**src/rtl/m_ram_wrbuf.sv**
```systemverilog
// m_ram_wrbuf: posted-write buffer between the core data port and the SPRAM block.
// Optional read bypass of non-conflicting pending stores: define M_RAM_WRBUF_BYPASS_EN.
module m_ram_wrbuf #(
  parameter int DEPTH = 4,
  parameter int AW    = 17
) (
  input  logic          CLK_I,
  input  logic          RST_I,
  input  logic          S_STB_I,
  input  logic          S_WE_I,
  input  logic [AW-1:0] S_ADR_I,
  input  logic [3:0]    S_SEL_I,
  input  logic [31:0]   S_DAT_I,
  output logic [31:0]   S_DAT_O,
  output logic          S_ACK_O,
  output logic          M_STB_O,
  output logic          M_WE_O,
  output logic [AW-1:0] M_ADR_O,
  output logic [3:0]    M_SEL_O,
  output logic [31:0]   M_DAT_O,
  input  logic [31:0]   M_DAT_I,
  input  logic          M_ACK_I
);

  localparam int PW = $clog2(DEPTH);

  typedef enum logic [1:0] {IDLE, DRAIN, READ} state_t;

  state_t state;

  logic [AW-3:0] adr_mem [DEPTH];
  logic [3:0]    sel_mem [DEPTH];
  logic [31:0]   dat_mem [DEPTH];

  logic [PW:0]   wr_ptr, rd_ptr, wr_ptr_nxt, rd_ptr_nxt;
  logic [PW-1:0] wr_idx, rd_idx;
  logic          empty, full, next_empty;
  logic          push, pop, rd_req, bypass_ok;
  logic          m_stb, m_we;

  assign wr_idx     = wr_ptr[PW-1:0];
  assign rd_idx     = rd_ptr[PW-1:0];
  assign empty      = (wr_ptr == rd_ptr);
  assign full       = (wr_ptr[PW] != rd_ptr[PW]) && (wr_idx == rd_idx);
  assign rd_req     = S_STB_I & ~S_WE_I;
  // Room is judged on registered pointers only, so a same-cycle pop never frees a slot
  assign push       = S_STB_I & S_WE_I & ~full & ~RST_I;
  assign pop        = (state == DRAIN) & M_ACK_I;
  assign wr_ptr_nxt = wr_ptr + {{PW{1'b0}}, push};
  assign rd_ptr_nxt = rd_ptr + {{PW{1'b0}}, pop};
  assign next_empty = (wr_ptr_nxt == rd_ptr_nxt);

`ifdef M_RAM_WRBUF_BYPASS_EN
  logic [PW:0] count;
  logic        hit;

  assign count = wr_ptr - rd_ptr;

  // Any live entry (head included) that shares the load's word address blocks the bypass
  always_comb begin
    hit = 1'b0;
    for (int i = 0; i < DEPTH; i++) begin
      if (({1'b0, PW'(i) - rd_idx} < count) && (adr_mem[i] == S_ADR_I[AW-1:2]))
        hit = 1'b1;
    end
  end

  assign bypass_ok = rd_req & ~hit;
`else
  assign bypass_ok = 1'b0;
`endif

  always_ff @(posedge CLK_I) begin
    if (push) begin
      adr_mem[wr_idx] <= S_ADR_I[AW-1:2];
      sel_mem[wr_idx] <= S_SEL_I;
      dat_mem[wr_idx] <= S_DAT_I;
    end
  end

  always_ff @(posedge CLK_I) begin
    if (RST_I) begin
      state  <= IDLE;
      wr_ptr <= '0;
      rd_ptr <= '0;
      m_stb  <= 1'b0;
      m_we   <= 1'b0;
    end else begin
      wr_ptr <= wr_ptr_nxt;
      rd_ptr <= rd_ptr_nxt;
      case (state)
        IDLE: begin
          // A push into an empty FIFO starts draining on the very next cycle
          if (push || (!empty && !bypass_ok)) begin
            state <= DRAIN;
            m_stb <= 1'b1;
            m_we  <= 1'b1;
          end else if (rd_req) begin
            state <= READ;
            m_stb <= 1'b1;
            m_we  <= 1'b0;
          end
        end
        DRAIN: begin
          if (M_ACK_I) begin
            if (bypass_ok) begin
              state <= READ;
              m_we  <= 1'b0;
            end else if (next_empty) begin
              state <= IDLE;
              m_stb <= 1'b0;
              m_we  <= 1'b0;
            end
          end
        end
        READ: begin
          if (M_ACK_I) begin
            if (next_empty) begin
              state <= IDLE;
              m_stb <= 1'b0;
              m_we  <= 1'b0;
            end else begin
              state <= DRAIN;
              m_stb <= 1'b1;
              m_we  <= 1'b1;
            end
          end
        end
        default: begin
          state <= IDLE;
          m_stb <= 1'b0;
          m_we  <= 1'b0;
        end
      endcase
    end
  end

  assign M_STB_O = m_stb & ~RST_I;
  assign M_WE_O  = m_we & ~RST_I;
  assign M_ADR_O = (state == READ) ? S_ADR_I : {adr_mem[rd_idx], 2'b00};
  assign M_SEL_O = (state == READ) ? S_SEL_I : sel_mem[rd_idx];
  assign M_DAT_O = dat_mem[rd_idx];
  assign S_ACK_O = push | ((state == READ) & M_ACK_I & ~RST_I);
  assign S_DAT_O = M_DAT_I;

endmodule

```
**config.mk**
```make
export PLATFORM = sky130hd
export DESIGN_NAME = m_ram_wrbuf
export DESIGN_NICKNAME = d
export VERILOG_FILES = /design/src/rtl/m_ram_wrbuf.sv
export SDC_FILE = /design/constraint.sdc
export NUM_CORES = 1
export LEC_CHECK = 0
export ABC_AREA = 1
export CAP_MARGIN = 20
export CORE_MARGIN = 10
export CORE_UTILIZATION = 55
export DETAILED_ROUTE_END_ITERATION = 12
export PLACE_DENSITY = 0.91
export SKIP_LAST_GASP = 1
export SYNTH_ARGS = -nofsm -noshare
export SYNTH_HDL_FRONTEND = slang
export SYNTH_SLANG_ARGS = --single-unit
```
**constraint.sdc**
```tcl
create_clock -name CLK_I -period 9.5 [get_ports CLK_I]
set_clock_uncertainty 0.05 [all_clocks]
set_input_delay 0.95 -clock CLK_I [delete_from_list [all_inputs] [get_ports CLK_I]]
set_output_delay 0.95 -clock CLK_I [all_outputs]
set_load 0.02 [all_outputs]
```
# After elaboration in Yosys (flattened, before gate mapping)
# Memory sizes are Yosys's and may differ from the RTL's. A register that Yosys moved wholly into a read port is not among the register bits.
# Cells that the tools add are included.
# W data, S select, Z words.
[totals]
inputBits = 90
ram_bits = 204
word_cells = 62
ff_bits = 10
out_inout_bits = 88
memories = 3
[memory_table]
columns = ["name", "depth", "width", "read_ports", "rd_clocked_by_memory_dff", "wr", "line", "text"]
rows = [
  ["dat_mem", 4, 32, 1, 1, 1, "33", "logic [31:0] dat_mem [DEPTH];"],
  ["adr_mem", 4, 15, 1, 1, 1, "31", "logic [AW-3:0] adr_mem [DEPTH];"],
  ["sel_mem", 4, 4, 1, 1, 1, "32", "logic [3:0] sel_mem [DEPTH];"],
]
[op_classes]
mux = 24
addsub = 2
n_bitwise = 13
n_reduce_logical = 5
n_eq_ne = 10
[ops]
columns = ["cell", "count"]
rows = [
  ["$mux W17", 1],
  ["$mux W2", 8],
  ["$mux W1", 11],
  ["$and A1 B1 Y1", 9],
  ["$add A3 B1 Y3", 2],
  ["$eq A3 B3 Y1", 2],
  ["$ne A2 B2 Y1 const B", 3],
  ["$pmux W1 S3", 2],
  ["$pmux W2 S3", 1],
  ["$mux W4", 1],
  ["$reduce_and A4 Y1", 1],
  ["$ne A3 B3 Y1 const B", 1],
  ["$not A1 Y1", 3],
  ["$eq A2 B1 Y1 const B", 1],
  ["$eq A2 B2 Y1", 1],
  ["$eq A2 B2 Y1 const B", 1],
  ["$logic_not A2 Y1", 1],
  ["$logic_and A1 B1 Y1", 1],
  ["$logic_not A1 Y1", 1],
  ["$logic_or A1 B1 Y1", 1],
  ["$ne A1 B1 Y1", 1],
  ["$or A1 B1 Y1", 1],
]

# Longest topological paths before layout
# Gate-level depths: netlist (run 1).
[logic_depth]
depth_word = 10
ltp_mapped = 18
depth_no_buf = 18

# Least setup slack after synthesis (run 1)
# OpenSTA, ideal clock, no wires.
[synth_timing]
path_type = "in2reg"
startpoint = "input port S_STB_I"
endpoint = "memory adr_mem[2][0] in the netlist's numbering (enable)"
arrival_time_ns = 4.717
setup_ns = 0.523
t_required_ns = 8.927
path_buffers = 0
slack_ns = 4.211
cell_stages = 4
path_cell_list = "nand2_1 -> nor2_1 -> nand2_1 -> nor3_1"
[synth_between]
elab_chain_len = 5
[synth_lines]
columns = ["element", "line", "text"]
rows = [
  ["start, declared", "9", "input logic S_STB_I,"],
  ["$and A1 B1 Y1 (3 in series)", "47", "assign push = S_STB_I & S_WE_I & ~full & ~RST_I;"],
  ["$mux W1", "74", "if (push) begin"],
  ["$mux W1 (not written as such)", "75", "adr_mem[wr_idx] <= S_ADR_I[AW-1:2];"],
  ["end, declared", "31", ""],
]
# Every way passes these cells.

==> results.ini, run 1 <==
[power]
power.total_mw = 2.23
powerDensity_mw_per_mm2 = 216
ir_worst_vdd_mv = 0.142
p_leak_nw = 3.57

[logic_synthesis]
syn_avg_cell_area_um2 = 12.4
synth_seq_area_share = 0.730
yosys_register_bits = 213
synth_area_leader_cell = edfxtp_1
synth_commonest_cells = 204 x edfxtp_1, 173 x nor2_1, 86 x o21ai_0
synth_cell_types = 24
synth.most_common_cell = edfxtp_1
yosysTopAreaCellShare = 0.709
synth_flop_cell = edfxtp_1
ys_warn_count = 0
async_flop_share = 0
synth_area_mm2 = 0.00864
synth_cells = 697
ys_top_cells_by_area = edfxtp_1 71%, nor2_1 7.5%, o21ai_0 5.0%
synth_nets = 791
synth-edff-count = 204

[drt]
wire_per_inst_um = 18.9
drt_iter0_drc = 501
wl_um = 18800
first_pass_iters = 5
viasPerCell = 5.50
ant_nets = 0
vias = 5489
drc = 0

[grt]
grt_overflow = 0
grt_max_degree = 106
grt_first_pass_wirelength_um = 29800
grt_antenna_before_repair = 1
grt_usage = 0.172
first_global_vias = 5654

[place]
place_hpwl_um = 11400
placed_area_mm2 = 0.00967
preCtsSetupSlack_ps = 5480
io_buffer_count = 113
dp_cells = 959
gp_congestion = 0.844

[run_status]
status = complete, no violations

[setup_path]
regToRegSetupSlack_ps = 6170
cp_max_fo = 105
worstReg2RegEnd = m_stb
r2r_cells = 16
critical_path_required_ps = 8500
reg2reg_from = rd_ptr[0]
critPathLaunchType = flip-flop
arrival_ps = 3360
worstSetupPathType = reg -> out
cp-end-kind = output pin

[die]
num_io_pins = 178
dieWidth_um = 145
rows = 45
core_area_mm2 = 0.0153
start_util = 0.564
die_y_um = 145
die_area_mm2 = 0.0211

[sta]
fmax_mhz = 229
period_share = 0.459
worst_pin_slew_ps = 1070
post-route-min-period_ps = 4360
setup_tns_ps = 0
hold_viol = 0
drv_slew = 0
setup_viol = 0
setup_ws_ps = 5140
whs_ps = 486
rsz0062_at_grt = no
slew-limit-headroom = 0.289

[clock_network]
cts.sinks = 213
clk_latency_ps = 480
cts_made_buffers = 21
postCtsSetupRepairBufs = 0
cts_resized = 0
clk_pin_slew_worst_paths_ps = 60
ctsHoldBuffers = 0
clk_path_buf_depth = 3
cts-htree-levels = 1
cts_tree = built
root_buffer = clkbuf_16

[cells_and_area]
regArea_mm2 = 0.00631
final_area_mm2 = 0.0103
fill_cells = 1074
syn2layout_area_growth_pct = 19.2
drive_gt1_frac = 0.0611
stdcell_count = 998
final_nets = 866
fin_util = 0.672
multi_input_area_mm2 = 0.00182

[worst_hold_path]
holdPathStages = 2
min_to = state[1]
hp-start = state[1]
min_path_type = reg -> reg

[run]
maxCapViolCount = 0

## area by class of cell
cell class                 count  share of cell area
sequential                   213               0.613
multi-input combinational    391               0.177
timing repair buffer         122               0.118
clock buffer                  28              0.0546
tap                          211              0.0256
inverter                      23             0.00838
clock inverter                 9             0.00413
antenna                        1            0.000243
## state kept, by name, indices dropped and copies added, names as in the netlist
name,count
dat_mem,128
adr_mem,60
sel_mem,16
rd_ptr,3
wr_ptr,3
state,2
m_stb,1
## power breakdown
| group | switching [mW] | total (mW) | internal, mW |
|---|---|---|---|
| clock | 0.315 | 0.729 | 0.414 |
| sequential | 0.0235 | 1.07 | 1.04 |
| combinational | 0.248 | 0.431 | 0.183 |
## worst max-delay path, stage by stage (launching register included)
cell             delay, ps
dfxtp_4                650
inv_2                  280
buf_4                  730
o21ai_0                300
a31oi_1                210
clkdlybuf4s50_1        630
## metal layers
layer,GRT usage,part of all wire
met2,0.291,0.51
met1,0.205,0.39
met3,0.0447,0.075
met5,0,0
met4,0.0672,0.029
## cell usage in the layout, fill, tap and decap left out, drive strengths merged
master,count
edfxtp,204
buf,9
nand2,46
o31ai,1
a21oi,1
inv,23
clkdlybuf4s50,113
dfxtp,9
clkbuf,28
a31oi,18
nand3,2
ha,4
nand4,3
nor2,174
diode,1
o22ai,33
clkinv,9
o21ai,103
xor2,2
nor3,4
## kinds of logic after synthesis
kind of cell    synth area share
compound gates            0.0980
xor+xnor                 0.00203
fa+ha+maj                0.00579
buf+inv                   0.0621
flops                      0.730
simple gates               0.102
## how the worst max path moves through the flow
stage	startpoint	to	slack, ps	depth (start not counted)
floorplan	S_STB_I	adr_mem[2][0]	4210	4
global placement	rd_ptr[1]	M_ADR_O[9]	5570	5
detailed placement	rd_ptr[1]	M_ADR_O[3]	5480	5
CTS	rd_ptr[1]	M_ADR_O[8]	4990	5
global route	rd_ptr[0]	M_SEL_O[2]	4910	7
finish	rd_ptr[0]	M_SEL_O[1]	5140	5
(Power assumes the default switching activity.)
==> run 2: changes to the inputs <==
--- a/config.mk
+++ b/config.mk
@@ -8,9 +8,9 @@
 export ABC_AREA = 1
 export CAP_MARGIN = 20
 export CORE_MARGIN = 10
-export CORE_UTILIZATION = 55
+export CORE_UTILIZATION = 51
 export DETAILED_ROUTE_END_ITERATION = 12
-export PLACE_DENSITY = 0.91
+export PLACE_DENSITY = 0.86
 export SKIP_LAST_GASP = 1
 export SYNTH_ARGS = -nofsm -noshare
 export SYNTH_HDL_FRONTEND = slang
==> constraint.sdc (replaced) <==
create_clock -name CLK_I -period 4.4 [get_ports CLK_I]
set_clock_uncertainty 0.05 [all_clocks]
set_input_delay 0.44 -clock CLK_I [delete_from_list [all_inputs] [get_ports CLK_I]]
set_output_delay 0.44 -clock CLK_I [all_outputs]
set_load 0.02 [all_outputs]
==> results.ini, run 2 (synthesized netlist as in run 1, its figures left out) <==
[drt]
ant_nets = 0  ; unchanged
vias = 5531  ; was 5,489
drt_iter0_drc = 356  ; was 501
first_pass_iters = 4  ; was 5
viasPerCell = 5.47  ; was 5.50
drc = 0  ; unchanged
wire_per_inst_um = 19.3  ; was 18.9 um
wl_um = 19500  ; was 18,800 um

[grt]
grt_max_degree = 69  ; was 106
grt_antenna_before_repair = 1  ; unchanged
grt_overflow = 0  ; unchanged
grt_first_pass_wirelength_um = 29900  ; was 29,800 um
first_global_vias = 5507  ; was 5,654
grt_usage = 0.168  ; was 0.172

[clock_network]
cts_made_buffers = 22  ; was 21
postCtsSetupRepairBufs = 0  ; unchanged
clk_pin_slew_worst_paths_ps = 60  ; about the same
cts_tree = built  ; unchanged
cts-htree-levels = 1  ; unchanged
clk_path_buf_depth = 3  ; unchanged
ctsHoldBuffers = 0  ; unchanged
cts.sinks = 213  ; unchanged
clk_latency_ps = 490  ; was 480 ps
cts_resized = 0  ; unchanged
root_buffer = clkbuf_16  ; unchanged

[setup_path]
worstReg2RegEnd = state[0]  ; was m_stb
worstSetupPathType = reg -> out  ; unchanged
critical_path_required_ps = 3910  ; was 8500 ps
arrival_ps = 3090  ; was 3360 ps
cp-end-kind = output pin  ; unchanged
regToRegSetupSlack_ps = 1560  ; was 6170 ps
r2r_cells = 16  ; unchanged
cp_max_fo = 44  ; was 105
reg2reg_from = rd_ptr[1]  ; was rd_ptr[0]
critPathLaunchType = flip-flop  ; unchanged

[power]
powerDensity_mw_per_mm2 = 489  ; was 216 mW/mm2
p_leak_nw = 3.63  ; was 3.57 nW
ir_worst_vdd_mv = 0.339  ; was 0.142 mV

[worst_hold_path]
hp-start = m_stb  ; was state[1]
min_path_type = reg -> reg  ; unchanged
holdPathStages = 4  ; was 2
min_to = m_stb  ; was state[1]

[cells_and_area]
syn2layout_area_growth_pct = 20.9  ; was 19.2%
mostFrequentLayoutCell = edfxtp_1  ; unchanged
largest_reg_flops = 128  ; unchanged
top_regs = dat_mem (128), adr_mem (60), sel_mem (16)  ; unchanged
stdcell_count = 1012  ; was 998
final_area_mm2 = 0.0104  ; was 0.0103 mm2
layout_common_cells = 204 x edfxtp_1, 173 x nor2_1, 113 x clkdlybuf4s50_1  ; unchanged
final_nets = 871  ; was 866
drive_gt1_frac = 0.0695  ; was 0.0611
top_register = dat_mem  ; unchanged

[sta]
slew-limit-headroom = 0.299  ; was 0.289
hold_viol = 0  ; unchanged
period_share = 0.813
drv_slew = 0  ; unchanged
setup_ws_ps = 824  ; was 5140 ps
fmax_mhz = 280
post-route-min-period_ps = 3580
worst_pin_slew_ps = 1050  ; was 1070 ps
setup_tns_ps = 0  ; unchanged
rsz0062_at_grt = no  ; unchanged
setup_viol = 0  ; unchanged

[die]
core_area_mm2 = 0.0166  ; was 0.0153 mm2
die_y_um = 150  ; was 145 um
start_util = 0.521  ; was 0.564
rows = 47  ; was 45
die_area_mm2 = 0.0225  ; was 0.0211 mm2
num_io_pins = 178  ; unchanged
dieWidth_um = 150  ; was 145 um

[place]
gp_congestion = 0.858  ; was 0.844
place_hpwl_um = 11900  ; was 11,400 um
io_buffer_count = 113  ; unchanged
dp_cells = 973  ; was 959
placed_area_mm2 = 0.00972  ; was 0.00967 mm2
preCtsSetupSlack_ps = 1280  ; was 5480 ps

[run]
maxCapViolCount = 0  ; unchanged

[run_status]
status = complete, no violations  ; unchanged

## run 2: changes by cell type in the layout (fill, tap and decap cells not counted), sizes merged
cell and change:
buf +4, clkbuf -2, clkinvlp +2, clkinv -1
bufinv +3, inv -1
## run 2: power by group
part	switching, mW	internal [mW]	leakage, nW	total (mW)
Clock	0.727	1.12	0.350	1.85
Combinational	0.565	0.404	1.36	0.969
Sequential	0.0289	2.26	1.92	2.28
## run 2: critical path: stages, from the launching register on
cell and delay (ps):
dfxtp_4 610, clkinv_2 550, buf_4 460, o21ai_0 230, a31oi_1 130, clkdlybuf4s50_1 590
## run 2: stage by stage
step                      power [mW]  hold WS (ps)  utilization
after floorplan                 2.90           432            -
after global placement          3.29           466        0.586
after detailed placement        3.30           491        0.586
after CTS                       5.15           500        0.630
after global routing            5.30           512        0.630
final                           5.10           503        0.630
## run 2: cell type report
class	instances	area [um2]
tap	220	275
inverter	23	87.6
clock buffer	26	587
timing repair buffer	126	1230
multi-input combinational	391	1820
antenna	1	2.50
clock inverter	12	136
fill	1262	6140
sequential	213	6310
## run 2: worst max-delay path by stage
stage,cells after the start,start,slack (ps),end
5_1_grt,5,rd_ptr[0],610,M_ADR_O[15]
6_report,5,rd_ptr[0],820,M_ADR_O[11]
3_5_place_dp,5,rd_ptr[0],1280,M_ADR_O[15]
2_1_floorplan,6,rd_ptr[1],-500,adr_mem[2][0]
3_3_place_gp,5,rd_ptr[0],1350,M_ADR_O[15]
4_1_cts,5,rd_ptr[0],750,M_ADR_O[15]
## run 2: layer usage
| metal | up-vias | track usage | wire [um] |
|---|---|---|---|
| met5 | - | 0 | 0 |
| met1 | 2652 | 0.192 | 7400 |
| met2 | 174 | 0.288 | 9810 |
| met3 | 73 | 0.0372 | 1420 |
| met4 | 0 | 0.0889 | 898 |
| li1 | 2632 | - | - |
